### src/rtl/game_round_arbiter.sv
// Best-of-N match controller sharing one counter between players A and B.
// Optional round time limit enabled by defining MATCH_TIMEOUT_EN.
module game_round_arbiter #(
    parameter int CNT_W         = 4,
    parameter int INIT_VALUE    = 0,
    parameter int ROUNDS_TO_WIN = 3,
    parameter int HOLD_CYCLES   = 4,
    parameter int ROUND_TIMEOUT = 256
) (
    input  logic             clk,
    input  logic             reset_n,
    input  logic             start,
    input  logic             req_a,
    input  logic [1:0]       mode_a,
    input  logic             load_a,
    input  logic [CNT_W-1:0] value_a,
    input  logic             req_b,
    input  logic [1:0]       mode_b,
    input  logic             load_b,
    input  logic [CNT_W-1:0] value_b,
    output logic             gnt_a,
    output logic             gnt_b,
    output logic [1:0]       control,
    output logic             init,
    output logic [CNT_W-1:0] initial_value,
    input  logic             gameover,
    input  logic [1:0]       who,
    output logic [2:0]       score_a,
    output logic [2:0]       score_b,
    output logic             busy,
    output logic             match_done,
`ifdef MATCH_TIMEOUT_EN
    output logic             timeout_pulse,
`endif
    output logic [1:0]       match_winner
);

    typedef enum logic [2:0] {
        S_IDLE,
        S_LOAD,
        S_RUN,
        S_SCORE,
        S_HOLD,
        S_DONE
    } state_e;

    typedef struct packed {
        logic             req;
        logic [1:0]       mode;
        logic             load;
        logic [CNT_W-1:0] value;
    } pick_t;

    localparam logic [2:0]       WIN       = 3'(ROUNDS_TO_WIN);
    localparam logic [3:0]       HOLD_LAST = 4'(HOLD_CYCLES - 1);
    localparam logic [CNT_W-1:0] INIT_V    = CNT_W'(INIT_VALUE);

    state_e           state_q, state_d;
    logic [2:0]       go_sync_q, go_sync_d;
    logic [3:0]       who_sync_q, who_sync_d;
    logic [1:0]       who_cap_q, who_cap_d;
    pick_t            samp_a_q, samp_a_d;
    pick_t            samp_b_q, samp_b_d;
    logic             last_b_q, last_b_d;
    logic [3:0]       hold_q, hold_d;
    logic             gnt_a_q, gnt_a_d;
    logic             gnt_b_q, gnt_b_d;
    logic [1:0]       control_q, control_d;
    logic             init_q, init_d;
    logic [CNT_W-1:0] iv_q, iv_d;
    logic [2:0]       score_a_q, score_a_d;
    logic [2:0]       score_b_q, score_b_d;
    logic             busy_q, busy_d;
    logic             done_q, done_d;
    logic [1:0]       winner_q, winner_d;

    logic             go_rise;
    logic             win_a;
    logic             win_b;
    logic             time_up;
    logic [2:0]       inc_a;
    logic [2:0]       inc_b;

    assign go_rise = go_sync_q[1] & ~go_sync_q[2];
    assign inc_a   = (score_a_q == 3'd7) ? 3'd7 : score_a_q + 3'd1;
    assign inc_b   = (score_b_q == 3'd7) ? 3'd7 : score_b_q + 3'd1;

`ifdef MATCH_TIMEOUT_EN
    localparam int             TO_W    = $clog2(ROUND_TIMEOUT + 1);
    localparam logic [TO_W-1:0] TO_LAST = TO_W'(ROUND_TIMEOUT - 1);

    logic [TO_W-1:0] timer_q, timer_d;
    logic            tmo_q, tmo_d;

    assign time_up       = (timer_q == TO_LAST);
    assign timer_d       = (state_q == S_RUN) ? timer_q + TO_W'(1) : '0;
    assign timeout_pulse = tmo_q;

    always_ff @(posedge clk or negedge reset_n) begin
        if (!reset_n) begin
            timer_q <= '0;
            tmo_q   <= 1'b0;
        end else begin
            timer_q <= timer_d;
            tmo_q   <= tmo_d;
        end
    end
`else
    logic unused_timeout_cfg;

    assign time_up            = 1'b0;
    assign unused_timeout_cfg = ROUND_TIMEOUT[0];
`endif

    always_comb begin
        state_d    = state_q;
        go_sync_d  = {go_sync_q[1:0], gameover};
        who_sync_d = {who_sync_q[1:0], who};
        who_cap_d  = who_cap_q;
        last_b_d   = last_b_q;
        hold_d     = hold_q;
        gnt_a_d    = 1'b0;
        gnt_b_d    = 1'b0;
        control_d  = control_q;
        init_d     = 1'b0;
        iv_d       = iv_q;
        score_a_d  = score_a_q;
        score_b_d  = score_b_q;
        winner_d   = winner_q;
        win_a      = 1'b0;
        win_b      = 1'b0;
`ifdef MATCH_TIMEOUT_EN
        tmo_d      = 1'b0;
`endif
        // requests only enter the grant pipeline while a round is live
        samp_a_d = '{req: req_a && (state_q == S_RUN), mode: mode_a,
                     load: load_a, value: value_a};
        samp_b_d = '{req: req_b && (state_q == S_RUN), mode: mode_b,
                     load: load_b, value: value_b};

        unique case (state_q)
            S_IDLE, S_DONE: begin
                if (start) begin
                    state_d   = S_LOAD;
                    score_a_d = 3'd0;
                    score_b_d = 3'd0;
                    winner_d  = 2'b00;
                end
            end
            S_LOAD: state_d = S_RUN;
            S_RUN: begin
                if (go_rise) begin
                    state_d   = S_SCORE;
                    who_cap_d = who_sync_q[3:2];
                end else if (time_up) begin
                    state_d = S_HOLD;
                    hold_d  = HOLD_LAST;
`ifdef MATCH_TIMEOUT_EN
                    tmo_d   = 1'b1;
`endif
                end else begin
                    win_a = samp_a_q.req && (!samp_b_q.req || last_b_q);
                    win_b = samp_b_q.req && !win_a;
                end
            end
            S_SCORE: begin
                state_d = S_HOLD;
                hold_d  = HOLD_LAST;
                if (who_cap_q == 2'b10) begin
                    score_a_d = inc_a;
                    if (inc_a >= WIN) begin
                        state_d  = S_DONE;
                        winner_d = 2'b01;
                    end
                end else if (who_cap_q == 2'b01) begin
                    score_b_d = inc_b;
                    if (inc_b >= WIN) begin
                        state_d  = S_DONE;
                        winner_d = 2'b10;
                    end
                end
            end
            S_HOLD: begin
                if (hold_q == 4'd0) state_d = S_LOAD;
                else hold_d = hold_q - 4'd1;
            end
            default: state_d = S_IDLE;
        endcase

        if (win_a) begin
            gnt_a_d   = 1'b1;
            last_b_d  = 1'b0;
            control_d = samp_a_q.mode;
            if (samp_a_q.load) begin
                init_d = 1'b1;
                iv_d   = samp_a_q.value;
            end
        end
        if (win_b) begin
            gnt_b_d   = 1'b1;
            last_b_d  = 1'b1;
            control_d = samp_b_q.mode;
            if (samp_b_q.load) begin
                init_d = 1'b1;
                iv_d   = samp_b_q.value;
            end
        end
        if (state_d == S_LOAD) begin
            init_d = 1'b1;
            iv_d   = INIT_V;
        end

        busy_d = (state_d == S_LOAD) || (state_d == S_RUN) ||
                 (state_d == S_SCORE) || (state_d == S_HOLD);
        done_d = (state_d == S_DONE);
    end

    // last_b resets high so that A wins the first contested cycle
    always_ff @(posedge clk or negedge reset_n) begin
        if (!reset_n) begin
            state_q    <= S_IDLE;
            go_sync_q  <= '0;
            who_sync_q <= '0;
            who_cap_q  <= '0;
            samp_a_q   <= '0;
            samp_b_q   <= '0;
            last_b_q   <= 1'b1;
            hold_q     <= '0;
            gnt_a_q    <= 1'b0;
            gnt_b_q    <= 1'b0;
            control_q  <= '0;
            init_q     <= 1'b0;
            iv_q       <= '0;
            score_a_q  <= '0;
            score_b_q  <= '0;
            busy_q     <= 1'b0;
            done_q     <= 1'b0;
            winner_q   <= '0;
        end else begin
            state_q    <= state_d;
            go_sync_q  <= go_sync_d;
            who_sync_q <= who_sync_d;
            who_cap_q  <= who_cap_d;
            samp_a_q   <= samp_a_d;
            samp_b_q   <= samp_b_d;
            last_b_q   <= last_b_d;
            hold_q     <= hold_d;
            gnt_a_q    <= gnt_a_d;
            gnt_b_q    <= gnt_b_d;
            control_q  <= control_d;
            init_q     <= init_d;
            iv_q       <= iv_d;
            score_a_q  <= score_a_d;
            score_b_q  <= score_b_d;
            busy_q     <= busy_d;
            done_q     <= done_d;
            winner_q   <= winner_d;
        end
    end

    assign gnt_a         = gnt_a_q;
    assign gnt_b         = gnt_b_q;
    assign control       = control_q;
    assign init          = init_q;
    assign initial_value = iv_q;
    assign score_a       = score_a_q;
    assign score_b       = score_b_q;
    assign busy          = busy_q;
    assign match_done    = done_q;
    assign match_winner  = winner_q;

endmodule
### config.mk
export PLATFORM = sky130hd
export DESIGN_NAME = game_round_arbiter
export DESIGN_NICKNAME = d
export VERILOG_FILES = /design/src/rtl/game_round_arbiter.sv
export SDC_FILE = /design/constraint.sdc
export NUM_CORES = 1
export LEC_CHECK = 0
export ABC_AREA = 1
export BUFFER_PORTS_ARGS = -buffer_cell sky130_fd_sc_hd__buf_2
export CORE_MARGIN = 8
export CORE_UTILIZATION = 59
export DETAILED_ROUTE_END_ITERATION = 10
export PLACE_DENSITY_LB_ADDON = 0.05
export SETUP_SLACK_MARGIN = 0.4
export SKIP_CTS_REPAIR_TIMING = 1
export SYNTH_ARGS = -nofsm -noshare
export SYNTH_HDL_FRONTEND = slang
export SYNTH_SLANG_ARGS = --single-unit
export TNS_END_PERCENT = 20
### constraint.sdc
create_clock -name clk -period 3 [get_ports clk]
set_clock_uncertainty 0.2 [all_clocks]
set_input_delay 0.6 -clock clk [delete_from_list [all_inputs] [get_ports clk]]
set_output_delay 0.6 -clock clk [all_outputs]
set_load 0.03 [all_outputs]
Word-level counts from Yosys, hierarchy flattened
Cells that the tools add are included.
{"block": "totals", "elab_cells": 118, "inputBits": 22, "output_inout_bits": 19, "regBits": 52}
{"block": "op_classes", "muxes": 44, "n_bitwise": 2, "n_lt_le_gt_ge": 2, "reduce_logical": 21, "n_addsub": 3, "n_eq_ne": 22}
{"operator": "$mux W3", "n": 10}
{"operator": "$mux W4", "n": 6}
{"operator": "$eq A3 B3 Y1 const B", "n": 6}
{"operator": "$mux W1", "n": 16}
{"operator": "$pmux W3 S5", "n": 1}
{"operator": "$mux W2", "n": 7}
{"operator": "$eq A3 B2 Y1 const B", "n": 4}
{"operator": "$pmux W3 S2", "n": 2}
{"operator": "$ne A2 B2 Y1 const B", "n": 5}
{"operator": "$ne A3 B3 Y1 const B", "n": 3}
{"operator": "$pmux W4 S2", "n": 1}
{"operator": "$add A3 B1 Y3 const B", "n": 2}
{"operator": "$eq A3 B1 Y1 const B", "n": 2}
{"operator": "$ge A3 B2 Y1 const B", "n": 2}
{"operator": "$reduce_bool A2 Y1", "n": 3}
{"operator": "$reduce_and A5 Y1", "n": 1}
{"operator": "$logic_and A1 B1 Y1", "n": 4}
{"operator": "$logic_not A4 Y1", "n": 1}
{"operator": "$logic_or A1 B1 Y1", "n": 4}
{"operator": "$pmux W2 S2", "n": 1}
{"operator": "$reduce_and A2 Y1", "n": 2}
{"operator": "$reduce_and A4 Y1", "n": 1}
{"operator": "$sub A4 B1 Y4 const B", "n": 1}
{"operator": "$logic_not A3 Y1", "n": 1}
{"operator": "7 further kinds", "n": 8}

Depth between registers and ports, before layout
{"block": "depth", "depth_word": 11, "ltp_mapped": 11}

Least setup slack after synthesis
Ideal clock, no wire load.
{"block": "synth_timing", "path_kind": "reg-to-reg", "start": "register score_a_q[0], in the netlist score_a[0]", "end": "register iv_q[0], in the netlist initial_value[0]", "arrival_ns": 1.377, "slack_ns": 1.310, "synth_period_minus_slack_ns": 1.690, "required_time_ns": 2.687, "path_buffers": 0, "setup_ns": 0.113, "path_stages_with_launch": 11, "cell_sequence": "dfrtp_1 -> ha_1 -> nand2_1 -> nand2_1 -> nand2_1 -> nand2_1 -> nand2_1 -> nand2_2 -> nand3_2 -> nand2_1 -> inv_1"}
{"block": "synth_between", "elab_chain_cells": 8, "elab_cells_between_ends": 9, "cone_classes": "add/sub: 1; order compare: 1; eq/ne: 2; mux: 5"}
{"element": "start: declaration", "line_no": "71", "text": "logic [2:0] score_a_q, score_a_d;"}
{"element": "start signal: assignment", "line_no": "253", "text": "score_a_q <= score_a_d;"}
{"element": "$add A3 B1 Y3 / $eq A3 B3 Y1 (equally long branches)", "line_no": "85", "text": "assign inc_a = (score_a_q == 3'd7) ? 3'd7 : score_a_q + 3'd1;"}
{"element": "$mux W3 *", "line_no": "85"}
{"element": "$ge A3 B2 Y1 *", "line_no": "171", "text": "if (inc_a >= WIN) begin"}
{"element": "$mux W1 *", "line_no": "171"}
{"element": "$mux W3 *", "line_no": "169", "text": "if (who_cap_q == 2'b10) begin"}
{"element": "$pmux W3 S5 *", "line_no": "141", "text": "unique case (state_q)"}
{"element": "named net state_d[0]", "line_no": "58", "text": "state_e state_q, state_d;"}
{"element": "$eq A3 B1 Y1 *", "line_no": "208", "text": "if (state_d == S_LOAD) begin"}
{"element": "$mux W4 *", "line_no": "208"}
{"element": "named net iv_d[0]", "line_no": "70", "text": "logic [CNT_W-1:0] iv_q, iv_d;"}
{"element": "end signal: assignment", "line_no": "252", "text": "iv_q <= iv_d;"}
{"element": "end: declaration", "line_no": "70"}
Mark *: on every way through the listed nets, which the timed path passes. The rest lies on a longest branch.
A chain may end at the register's enable or synchronous reset.

Final worst setup path
{"block": "layout_timing", "start": "register last_b_q", "end": "register iv_q[2], in the netlist initial_value[2]"}
{"block": "layout_between", "elab_chain_cells": 8, "elab_cells_between_ends": 12, "cone_classes": "mux: 8; reduce/logical: 4"}
{"element": "start: declaration", "line_no": "64", "text": "logic last_b_q, last_b_d;"}
{"element": "start signal: assignment", "line_no": "246", "text": "last_b_q <= last_b_d;"}
{"element": "$logic_or A1 B1 Y1 *", "line_no": "162", "text": "win_a = samp_a_q.req && (!samp_b_q.req || last_b_q);"}
{"element": "$logic_and A1 B1 Y1 *", "line_no": "162"}
{"element": "$mux W1 / $logic_not A1 Y1 (equally long branches)", "line_no": "152, 163"}
{"element": "$mux W1 / $logic_and A1 B1 Y1 (equally long branches)", "line_no": "141, 163"}
{"element": "$mux W4 / $mux W1 (equally long branches)", "line_no": "190, 152"}
{"element": "$mux W4 / $mux W1 (equally long branches)", "line_no": "203, 141"}
{"element": "$mux W4 *", "line_no": "199", "text": "if (win_b) begin"}
{"element": "$mux W4 *", "line_no": "208"}
{"element": "named net iv_d[2]", "line_no": "70"}
Marks and branches as above.

==> flow_summary_export.csv <==
group,metric,value,unit
worst_hold_path,hold_class,"reg -> reg",
worst_setup_path,crit_chain,"inv_1, a21boi_1, nand2_1, nand2_1, nand3_1, nand2_1, inv_1, nand2_1, inv_1",
global_route,grt_pass1_wl,6.77,mm
synthesis,synth-seq-cells,52,
worst_setup_path,cp_max_fo,6,
clock_tree,clk_latency,310,ps
synthesis,synth_area_leaders,"dfrtp_1, inv_1, nand2_1",
timing,max_freq,542,MHz
worst_setup_path,critPathBufInv,3,
global_route,use_met3,0.0576,
finish,drive_above_1_share,0.240,
synthesis,yosysMostFrequentCell,"dfrtp_1",
run,maxCapViolations,0,
power,p_leak,1.46,nW
timing,fin_crit_sh,0.615,
clock_tree,clock_sinks,52,
finish,final_nets,308,
worst_setup_path,r2r-start,"last_b_q",
drt,vias,1588,
clock_tree,cts.path.max_buffers,2,
die,initial_core_util,0.610,
synthesis,yosysWarnings,0,
global_route,overflow,0,
worst_setup_path,worstSetupStartpoint,"last_b_q",
synthesis,synth_cell_type_count,23,
timing,hold_viol_final,0,
die,fp.dieH,77.5,µm
global_route,gr-usage-met1,0.163,
global_route,grt_max_degree,41,
worst_setup_path,critPathMaxStageDelay,540,ps
worst_hold_path,min_from,"who_sync_q[1]",
synthesis,synth_top_area_share,0.572,
worst_setup_path,cp-end-kind,"register",
worst_setup_path,path_delay_family,"flip-flops",
clock_tree,cts_root_buf,"clkbuf_8",
worst_setup_path,cp.required,3010,ps
worst_setup_path,worstSetupPathType,"reg -> reg",
drt,wl_per_cell,11.8,µm
worst_setup_path,r2r_slack,1160,ps
placed_design,portBuffers,40,
timing,rsz0062_at_grt,"no",
timing,worst_pin_slew,469,ps
synthesis,synthArstFlopShare,1.00,
synthesis,netlist_top_cells_count,"dfrtp_1, inv_1, nand2_1",
timing,setup_viol,0,
drt,wl,3.91,mm
worst_setup_path,cpMostUsedCell,"nand2_1",
timing,maxSlewHeadroom,0.686,
die,coreArea,3660,µm²
outcome,status,"completed",
synthesis,avgSynthCellArea,9.58,µm²
die,dieArea,6010,µm²
global_route,grt_antenna_before_repair,0,
drt,drc,0,
drt,vias_per_cell,4.80,
worst_setup_path,cp-start-kind,"register",
worst_setup_path,crit_arrival,1860,ps
worst_hold_path,min_to,"who_sync_q[3]",
die,die-width,77.5,µm
clock_tree,numCtsBuffers,5,
power,power_per_cell_area,853,nW/µm²
power,power,2.22,mW
clock_tree,clk_pin_slew,90,ps
drt,initialDrtViolationCount,73,
finish,diodes,0,
clock_tree,cts_tree,"done",
synthesis,synthesis.area,2230,µm²
drt,first_pass_iters,4,
worst_setup_path,worst_path_max_delay_cell,"dfstp_2",
timing,fin_crit,1840,ps
placed_design,hpwl,3.00,mm
synthesis,synth.net_count,259,
worst_hold_path,whs_path_depth,0,
power,peakVddDrop,0.000460,V
die,num_io_pins,41,
synthesis,netlist_instances,233,
die,num_rows,22,
synthesis,synth_edf_count,0,
global_route,top_usage_layer,"met2",
timing,tns,0,ps
global_route,grt_pass1_vias,1565,
synthesis,yosysTopAreaCell,"dfrtp_1",
timing,finalMaxSlewViolations,0,
synthesis,synth_ff_type,"dfrtp_1",
clock_tree,cts_htree_levels,2,
worst_setup_path,r2r_cells,9,
finish,syn_to_final_growth,16.4,%
placed_design,routabilityCongestion,0.778,
worst_setup_path,rr_endpoint,"initial_value[2]",
global_route,grt_use_met2,0.219,
synthesis,yosysSeqAreaShare,0.584,
global_route,track_usage,0.139,
drt,antenna_left,0,
==> worst max-delay path by stage <==
stage	end	slack (ps)	cells after the start
global route	initial_value[2]	1010	9
floorplan	initial_value[0]	1310	10
detailed placement	initial_value[2]	1190	9
global placement	initial_value[2]	1240	9
finish	initial_value[2]	1160	9
CTS	initial_value[2]	1180	9
==> routing by layer <==
layer / up-vias / wire length, µm
li1: 822 / -
met1: 725 / 1830
met2: 34 / 1780
met3: 7 / 222
met4: 0 / 74
met5: - / 0
==> where the power goes <==
group	switching (mW)	internal, mW	leakage (nW)
combinational	0.594	0.278	0.775
sequential	0.0996	0.856	0.646
clock	0.224	0.166	0.0414
total	0.917	1.30	1.46
==> per-stage QoR <==
stage          instances  setup slack, ps   util  cell area [µm²]  hold WS [ps]
2_1_floorplan        233             1310      -             2230           104
3_3_place_gp         322             1240  0.683             2500           132
3_5_place_dp         322             1190  0.683             2500           140
4_1_cts              330             1180  0.707             2590         -41.7
5_1_grt              331             1010  0.710             2600           164
6_report             331             1160  0.710             2600           157
==> placed cells by master, fill, tap and decap left out <==
master / synthesis / routed
dfrtp_1: 51 / 51
clkbuf_8: 0 / 5
a21oi_1: 11 / 11
nor2_1: 19 / 19
inv_1: 45 / 45
nand3_1: 13 / 13
clkinv_4: 0 / 1
nand3_4: 3 / 3
o21ai_1: 1 / 1
nand2_1: 44 / 44
o21ai_0: 12 / 12
dfstp_2: 1 / 1
buf_4: 0 / 1
clkinvlp_4: 0 / 1
o22ai_1: 3 / 3
nand2_2: 5 / 5
a21boi_1: 3 / 3
a31oi_1: 1 / 1
nand3_2: 3 / 3
nor2_8: 2 / 2
dlygate4sd3_1: 0 / 1
bufinv_8: 1 / 1
o21bai_1: 1 / 1
nor2_4: 1 / 1
buf_2: 0 / 40
clkbuf_1: 0 / 1
nand4_1: 5 / 5
ha_1: 4 / 4
nor2_2: 2 / 2
inv_2: 2 / 2
==> state kept, by name (all words and copies together) (netlist names), 3 cells and up <==
register,count
go_sync_q,3
hold_q,4
initial_value,4
samp_a_q,8
samp_b_q,8
score_a,3
score_b,3
state_q,3
who_sync_q,4
==> cell families after synthesis <==
| group | count (synthesis) | synth area share |
|---|---|---|
| fa+ha+maj | 4 | 0.0224 |
| compound gates | 32 | 0.0785 |
| buf+inv | 48 | 0.0869 |
| flops | 52 | 0.584 |
| simple gates | 97 | 0.229 |
==> layout make-up <==
class                           count  area (µm²)
Clock buffer                        6        72.6
Clock inverter                      2        16.3
Fill cell                         306        1060
Inverter                           48         194
Multi-Input combinational cell    133         736
Sequential cell                    52        1300
Tap cell                           48        60.1
Timing Repair Buffer               42         218
Note: power is estimated with default switching activity, not from simulation.
